## src/rtl/uart_program_loader_if.sv

```systemverilog
// Instruction-memory write port driven by the UART program loader.
interface uart_program_loader_if #(
  parameter int ADDR_W = 8
);
  logic              imem_we;
  logic [ADDR_W-1:0] imem_addr;
  logic [15:0]       imem_wdata;

  modport master (output imem_we, imem_addr, imem_wdata);
  modport slave  (input  imem_we, imem_addr, imem_wdata);
endinterface

```

## src/rtl/uart_program_loader.sv

```systemverilog
// Serial 8N1 program loader: count word, then N instruction words into imem from address 0.
// Optional trailing checksum word when LOADER_CHECKSUM_EN is defined.
module uart_program_loader #(
  parameter int CLKS_PER_BIT = 5208,
  parameter int ADDR_W       = 8,
  parameter int MAX_INSTR    = 256
) (
  input  logic                  CLK,
  input  logic                  RESET,
  input  logic                  wait_transport,
  input  logic                  uart_rx_pin,
  uart_program_loader_if.master imem,
  output logic                  loading,
  output logic                  cpu_hold,
  output logic                  load_done,
  output logic                  frame_err,
  output logic                  chk_err
);

  localparam int CW = $clog2(CLKS_PER_BIT + 1);

  typedef enum logic [1:0] {RX_IDLE, RX_START, RX_DATA, RX_STOP} rx_state_t;
  typedef enum logic [3:0] {
    L_IDLE, L_CNT_LO, L_CNT_HI, L_INS_LO, L_INS_HI, L_WR, L_DONE, L_CHK_LO, L_CHK_HI
  } ld_state_t;

`ifdef LOADER_CHECKSUM_EN
  localparam ld_state_t L_AFTER_INS = L_CHK_LO;
`else
  localparam ld_state_t L_AFTER_INS = L_DONE;
`endif

  logic rx_s1, rx_s2, rx_prev;
  logic wt_s1, wt_s2, wt_prev;
  logic rx_fall, load_req;

  // Synchronisers start low so a line or button held low from reset never looks like an edge.
  always_ff @(posedge CLK or negedge RESET) begin
    if (!RESET) begin
      rx_s1   <= 1'b0;
      rx_s2   <= 1'b0;
      rx_prev <= 1'b0;
      wt_s1   <= 1'b0;
      wt_s2   <= 1'b0;
      wt_prev <= 1'b0;
    end else begin
      rx_s1   <= uart_rx_pin;
      rx_s2   <= rx_s1;
      rx_prev <= rx_s2;
      wt_s1   <= wait_transport;
      wt_s2   <= wt_s1;
      wt_prev <= wt_s2;
    end
  end

  assign rx_fall  = rx_prev & ~rx_s2;
  assign load_req = wt_prev & ~wt_s2;

  rx_state_t       rx_state, rx_next;
  logic [CW-1:0]   rx_cnt;
  logic [2:0]      bit_idx;
  logic [7:0]      rx_byte;
  logic            half_tick, bit_tick;
  logic            byte_valid, stop_err;

  assign half_tick = (rx_cnt == CW'(CLKS_PER_BIT / 2 - 1));
  assign bit_tick  = (rx_cnt == CW'(CLKS_PER_BIT - 1));

  always_ff @(posedge CLK or negedge RESET) begin
    if (!RESET) rx_state <= RX_IDLE;
    else        rx_state <= rx_next;
  end

  always_comb begin
    rx_next    = rx_state;
    byte_valid = 1'b0;
    stop_err   = 1'b0;
    case (rx_state)
      RX_IDLE:  if (rx_fall) rx_next = RX_START;
      RX_START: if (half_tick) rx_next = rx_s2 ? RX_IDLE : RX_DATA;
      RX_DATA:  if (bit_tick && bit_idx == 3'd7) rx_next = RX_STOP;
      RX_STOP: begin
        if (bit_tick) begin
          rx_next    = RX_IDLE;
          byte_valid = rx_s2;
          stop_err   = ~rx_s2;
        end
      end
      default:  rx_next = RX_IDLE;
    endcase
  end

  // The bit counter restarts at the mid-start sample so later samples land mid-bit.
  always_ff @(posedge CLK or negedge RESET) begin
    if (!RESET) begin
      rx_cnt  <= '0;
      bit_idx <= '0;
      rx_byte <= '0;
    end else begin
      if (rx_state == RX_IDLE || (rx_state == RX_START && half_tick) || bit_tick)
        rx_cnt <= '0;
      else
        rx_cnt <= rx_cnt + CW'(1);
      if (rx_state == RX_START)
        bit_idx <= '0;
      else if (rx_state == RX_DATA && bit_tick) begin
        rx_byte <= {rx_s2, rx_byte[7:1]};
        bit_idx <= bit_idx + 3'd1;
      end
    end
  end

  ld_state_t         ld_state, ld_next;
  logic [7:0]        lo_q;
  logic [15:0]       count_q;
  logic [15:0]       wdata_q;
  logic [ADDR_W-1:0] addr_q;
  logic [15:0]       rx_word, count_clamped;
  logic              last_word;

  assign rx_word       = {rx_byte, lo_q};
  assign count_clamped = (rx_word > 16'(MAX_INSTR)) ? 16'(MAX_INSTR) : rx_word;
  assign last_word     = ((17'(addr_q) + 17'd1) == {1'b0, count_q});

  always_ff @(posedge CLK or negedge RESET) begin
    if (!RESET) ld_state <= L_IDLE;
    else        ld_state <= ld_next;
  end

  always_comb begin
    ld_next = ld_state;
    if (load_req) begin
      ld_next = L_CNT_LO;
    end else begin
      case (ld_state)
        L_CNT_LO: if (byte_valid) ld_next = L_CNT_HI;
        L_CNT_HI: if (byte_valid) ld_next = (count_clamped == 16'd0) ? L_AFTER_INS : L_INS_LO;
        L_INS_LO: if (byte_valid) ld_next = L_INS_HI;
        L_INS_HI: if (byte_valid) ld_next = L_WR;
        L_WR:     ld_next = last_word ? L_AFTER_INS : L_INS_LO;
        L_CHK_LO: if (byte_valid) ld_next = L_CHK_HI;
        L_CHK_HI: if (byte_valid) ld_next = L_DONE;
        L_DONE:   ld_next = L_IDLE;
        default:  ld_next = L_IDLE;
      endcase
    end
  end

`ifdef LOADER_CHECKSUM_EN
  logic [15:0] sum_q;
  logic        chk_err_q;
`endif

  // A load request wins over any byte arriving in the same cycle.
  always_ff @(posedge CLK or negedge RESET) begin
    if (!RESET) begin
      lo_q      <= '0;
      count_q   <= '0;
      wdata_q   <= '0;
      addr_q    <= '0;
      frame_err <= 1'b0;
`ifdef LOADER_CHECKSUM_EN
      sum_q     <= '0;
      chk_err_q <= 1'b0;
`endif
    end else if (load_req) begin
      addr_q    <= '0;
      frame_err <= 1'b0;
`ifdef LOADER_CHECKSUM_EN
      sum_q     <= '0;
      chk_err_q <= 1'b0;
`endif
    end else begin
      if (stop_err)
        frame_err <= 1'b1;
      if (byte_valid) begin
        case (ld_state)
          L_CNT_LO, L_INS_LO, L_CHK_LO: lo_q <= rx_byte;
          L_CNT_HI: count_q <= count_clamped;
          L_INS_HI: wdata_q <= rx_word;
`ifdef LOADER_CHECKSUM_EN
          L_CHK_HI: if (rx_word != sum_q) chk_err_q <= 1'b1;
`endif
          default: ;
        endcase
      end
      if (ld_state == L_WR) begin
        addr_q <= addr_q + ADDR_W'(1);
`ifdef LOADER_CHECKSUM_EN
        sum_q  <= sum_q + wdata_q;
`endif
      end
    end
  end

`ifdef LOADER_CHECKSUM_EN
  assign chk_err = chk_err_q;
`else
  assign chk_err = 1'b0;
`endif

  assign imem.imem_we    = (ld_state == L_WR);
  assign imem.imem_addr  = addr_q;
  assign imem.imem_wdata = wdata_q;
  assign loading         = (ld_state != L_IDLE) && (ld_state != L_DONE);
  assign cpu_hold        = loading;
  assign load_done       = (ld_state == L_DONE);

endmodule

```

## src/flat_wrapper.sv

```systemverilog
// flat-port wrapper written by rule: the top's interface ports become plain ports
module uart_program_loader_flat 
#(
  parameter int CLKS_PER_BIT = 5208,
  parameter int ADDR_W       = 8,
  parameter int MAX_INSTR    = 256
)
  (CLK, RESET, wait_transport, uart_rx_pin, loading, cpu_hold, load_done, frame_err, chk_err, imem_imem_we, imem_imem_addr, imem_imem_wdata);
  uart_program_loader_if #(.ADDR_W(ADDR_W)) imem_i ();
  input  logic CLK;
  input  logic RESET;
  input  logic wait_transport;
  input  logic uart_rx_pin;
  output logic loading;
  output logic cpu_hold;
  output logic load_done;
  output logic frame_err;
  output logic chk_err;
  output wire logic [$bits(imem_i.imem_we)-1:0] imem_imem_we;
  output wire logic [$bits(imem_i.imem_addr)-1:0] imem_imem_addr;
  output wire logic [$bits(imem_i.imem_wdata)-1:0] imem_imem_wdata;
  assign imem_imem_we = imem_i.imem_we;
  assign imem_imem_addr = imem_i.imem_addr;
  assign imem_imem_wdata = imem_i.imem_wdata;
  uart_program_loader #(.CLKS_PER_BIT(CLKS_PER_BIT), .ADDR_W(ADDR_W), .MAX_INSTR(MAX_INSTR)) u_core (.CLK(CLK), .RESET(RESET), .wait_transport(wait_transport), .uart_rx_pin(uart_rx_pin), .imem(imem_i), .loading(loading), .cpu_hold(cpu_hold), .load_done(load_done), .frame_err(frame_err), .chk_err(chk_err));
endmodule
```

## config.mk

```make
export PLATFORM = sky130hd
export DESIGN_NAME = uart_program_loader_flat
export DESIGN_NICKNAME = d
export VERILOG_FILES = /design/src/rtl/uart_program_loader_if.sv /design/src/rtl/uart_program_loader.sv /design/src/flat_wrapper.sv
export SDC_FILE = /design/constraint.sdc
export NUM_CORES = 1
export LEC_CHECK = 0
export CAP_MARGIN = 20
export CORE_UTILIZATION = 40
export DETAILED_ROUTE_END_ITERATION = 6
export GPL_ROUTABILITY_DRIVEN = 0
export HOLD_SLACK_MARGIN = 0.1
export PLACE_DENSITY_LB_ADDON = 0.3
export SLEW_MARGIN = 5
export SYNTH_ARGS = -nofsm -noshare
export SYNTH_HDL_FRONTEND = slang
export SYNTH_SLANG_ARGS = --single-unit
```

## constraint.sdc

```tcl
create_clock -name CLK -period 2.55 [get_ports CLK]
set_input_delay 0.255 -clock CLK [delete_from_list [all_inputs] [get_ports CLK]]
set_output_delay 0.255 -clock CLK [all_outputs]
set_load 0.02 [all_outputs]
```

==> impl_metrics.py <==
metrics = {
    "run_status": {
        "status": "finished, final reports clean",
    },
    "logic_synthesis": {
        "synth_top_area_share_pct": 51.9,
        "synth_top_cell_by_area": "dfrtp_1",
        "synthArstFlopShare_pct": 100,
        "synth_area_per_cell_sq_um": 10.8,
        "ys_warn_count": 0,
        "syn_inst": 381,
        "yosys-top-cells-count": "85 x dfrtp_1, 38 x nand2_1, 32 x nor2_1, 23 x mux2_2, 16 x xnor2_1",
        "synth-seq-cells": 85,
        "syn_nets": 389,
        "yosys-top-cells-area": "dfrtp_1 52%, mux2_2 6.3%, nand2_1 3.5%, xnor2_1 3.4%, xor2_1 3.0%",
        "synth_most_common_cell": "dfrtp_1",
        "yosys_most_used_dff": "dfrtp_1",
        "netlist_area_sq_mm": 0.00410,
        "yosysUniqueCellTypes": 55,
        "synth_edf_count": 0,
        "seq_area_frac_synth_pct": 51.9,
    },
    "routing": {
        "final_antenna_net_count": 0,
        "vias_per_cell": 5.20,
        "vias": 2856,
        "wl_per_cell_um": 14.1,
        "drt_iter0_drc": 101,
        "drc": 0,
        "finalWirelength_um": 7720,
        "firstDrtPassIters": 4,
    },
    "floorplan": {
        "rows": 36,
        "die_x_um": 103,
        "dieHeight_um": 103,
        "dieArea_sq_mm": 0.0107,
        "start_util_pct": 41.5,
        "ios": 34,
        "core-area_sq_mm": 0.00986,
    },
    "grt": {
        "grt_start_max_net_pins": 49,
        "grt_use_total_pct": 16.4,
        "grt_pass1_wl_um": 13300,
        "grt_overflow_total": 0,
        "grt_pass1_vias": 2742,
        "antenna_found_initial": 0,
    },
    "timing": {
        "fin_worst_skew_ps": 9.61,
        "finalMaxSlewViolations": 0,
        "finalCriticalPeriod_ps": 2300,
        "final_hold_viol_count": 0,
        "worstMarginPinSlew_ps": 627,
        "setup_viol": 0,
        "rsz0062_at_grt": "false",
        "max_freq_mhz": 435,
        "finalSetupTns_ps": 0,
        "slew_headroom_pct": 58.2,
        "fin_crit_sh_pct": 90.2,
    },
    "clock_network": {
        "clk-insertion-delay-late_ps": 350,
        "cts_setup_buffers": 0,
        "cts_tree": "yes",
        "ctsLongestPathBuffers": 2,
        "path_clk_slew_ps": 80,
        "root_buffer": "clkbuf_8",
        "cts_buffers": 9,
        "htreeDepth": 3,
        "clock_sink_count": 85,
    },
    "run": {
        "maxCapViolCount": 0,
    },
    "critical_path": {
        "r2r_start": "u_core.rx_cnt[0]",
        "reg2reg_slack_ps": 310,
        "worstPathMaxFanout": 15,
        "arrival_ps": 2050,
        "path_class": "flip-flop to output pin",
        "critPathRequiredTime_ps": 2300,
        "startpoint_type": "flip-flop",
        "reg2reg_depth": 6,
        "cp-end-kind": "output pin",
        "r2r-end": "u_core.lo_q[6]",
    },
    "placement": {
        "portBuffers": 32,
        "dp.final_hpwl_um": 5500,
    },
    "worst_hold_path": {
        "holdPathStages": 1,
        "hold_path_class": "primary input to flip-flop",
        "holdPathEnd": "u_core.wt_s1",
        "min_from": "wait_transport",
    },
    "cells_and_area": {
        "nets": 419,
        "antenna_cells": 0,
        "drive_above_1_share_pct": 13.2,
        "area_growth_pct": 16.7,
        "fillers": 921,
    },
    "power": {
        "p_total_mw": 2.72,
        "ir_drop_mv": 0.335,
        "p_leak_nw": 2.08,
        "power_density_mw_per_mm2": 569,
    },
}
power by group:
| part | switching (mW) | total [mW] | leakage (nW) | internal (mW) |
|---|---|---|---|---|
| Sequential | 0.0879 | 1.49 | 1.15 | 1.41 |
| Combinational | 0.102 | 0.194 | 0.823 | 0.0914 |
| Clock | 0.453 | 1.04 | 0.108 | 0.582 |
| Total | 0.643 | 2.72 | 2.08 | 2.08 |
through the flow:
step / util, % / hold slack (ps) / area [sq um] / setup WS, ps / instances
after global routing: 48.5 / 335 / 4780 / 125 / 549
after floorplan: - / -40.6 / 4100 / 393 / 381
final: 48.5 / 337 / 4780 / 249 / 549
after global placement: 46.2 / 315 / 4550 / 373 / 532
after detailed placement: 46.2 / 325 / 4550 / 323 / 532
after CTS: 48.5 / 316 / 4780 / 237 / 549
how the worst max path moves through the flow:
| stage | end | slack (ps) | start |
|---|---|---|---|
| 2_1_floorplan | u_core.imem.imem_wdata[14] | 390 | u_core.rx_cnt[0] |
| 3_3_place_gp | u_core.lo_q[3] | 370 | u_core.rx_cnt[0] |
| 3_5_place_dp | u_core.lo_q[6] | 320 | u_core.rx_cnt[0] |
| 4_1_cts | imem_imem_we | 240 | u_core.ld_state[3] |
| 5_1_grt | u_core.lo_q[6] | 130 | u_core.rx_cnt[0] |
| 6_report | imem_imem_we | 250 | u_core.ld_state[3] |
logic make-up (layout without fill, tap and decap cells):
logic type	count (synthesis)	count (layout)	share of synthesized area (%)
AND/OR/NAND/NOR	154	154	20.7
buffers and inverters	28	63	2.99
flip-flops	85	85	51.9
AO/OA/AOI/OAI	47	47	7.88
multiplexers	32	32	8.79
other	1	1	0.0915
adder cells (fa/ha/maj)	4	4	1.22
XOR/XNOR	30	30	6.41
cell usage in the layout, fill, tap and decap left out, types with 10 or more instances in the layout:
cell / Yosys / routed
nand2_1: 38 / 38
clkdlybuf4s50_1: 0 / 31
xor2_1: 14 / 14
nand3_1: 14 / 14
o21ai_0: 14 / 14
nor2_1: 32 / 32
nand4_1: 11 / 11
xnor2_1: 16 / 16
dfrtp_1: 85 / 85
mux2_2: 23 / 23
clkbuf_8: 0 / 10
final cells by class:
class	count	area [sq um]	share of cell area (%)
tap	133	166	3.48
clock buffer	13	149	3.11
inverter	6	22.5	0.471
timing repair buffer	41	400	8.37
sequential	85	2130	44.5
multi-input combinational	268	1850	38.6
clock inverter	3	68.8	1.44
critical path: stages (launching register included):
cell and delay [ps]:
dfrtp_1 570, nand4bb_1 300, inv_1 200, clkdlybuf4s50_1 630
state kept, by name (all words and copies together), names as in the netlist, named ones only:
| signal | cells |
|---|---|
| u_core.rx_s1 | 1 |
| u_core.wt_prev | 1 |
| u_core.rx_prev | 1 |
| u_core.wt_s2 | 1 |
| u_core.rx_cnt | 13 |
| u_core.lo_q | 8 |
| u_core.rx_s2 | 1 |
| u_core.imem.imem_addr | 8 |
| u_core.ld_state | 4 |
| u_core.count_q | 16 |
| u_core.wt_s1 | 1 |
| u_core.rx_byte | 8 |
| u_core.rx_state | 1 |
| u_core.frame_err | 1 |
| u_core.bit_idx | 3 |
| u_core.imem.imem_wdata | 16 |
metal layers:
metal | vias up | part of all wire (%) | GRT usage [%] | wire length [um]
met5 | - | 0 | 0 | 0
met2 | 58 | 45 | 24.2 | 3470
met1 | 1397 | 50 | 23.4 | 3860
met4 | 0 | 1.8 | 7.15 | 136
li1 | 1392 | - | - | -
met3 | 9 | 3.3 | 3.43 | 254
what timing repair did:
action / in CTS / in global routing
hold buffers: 1 / 0
setup endpoints to repair: 0 / 0
hold endpoints to repair: 47 / 0
gates resized for setup: 0 / 0
(Power assumes the default switching activity.)
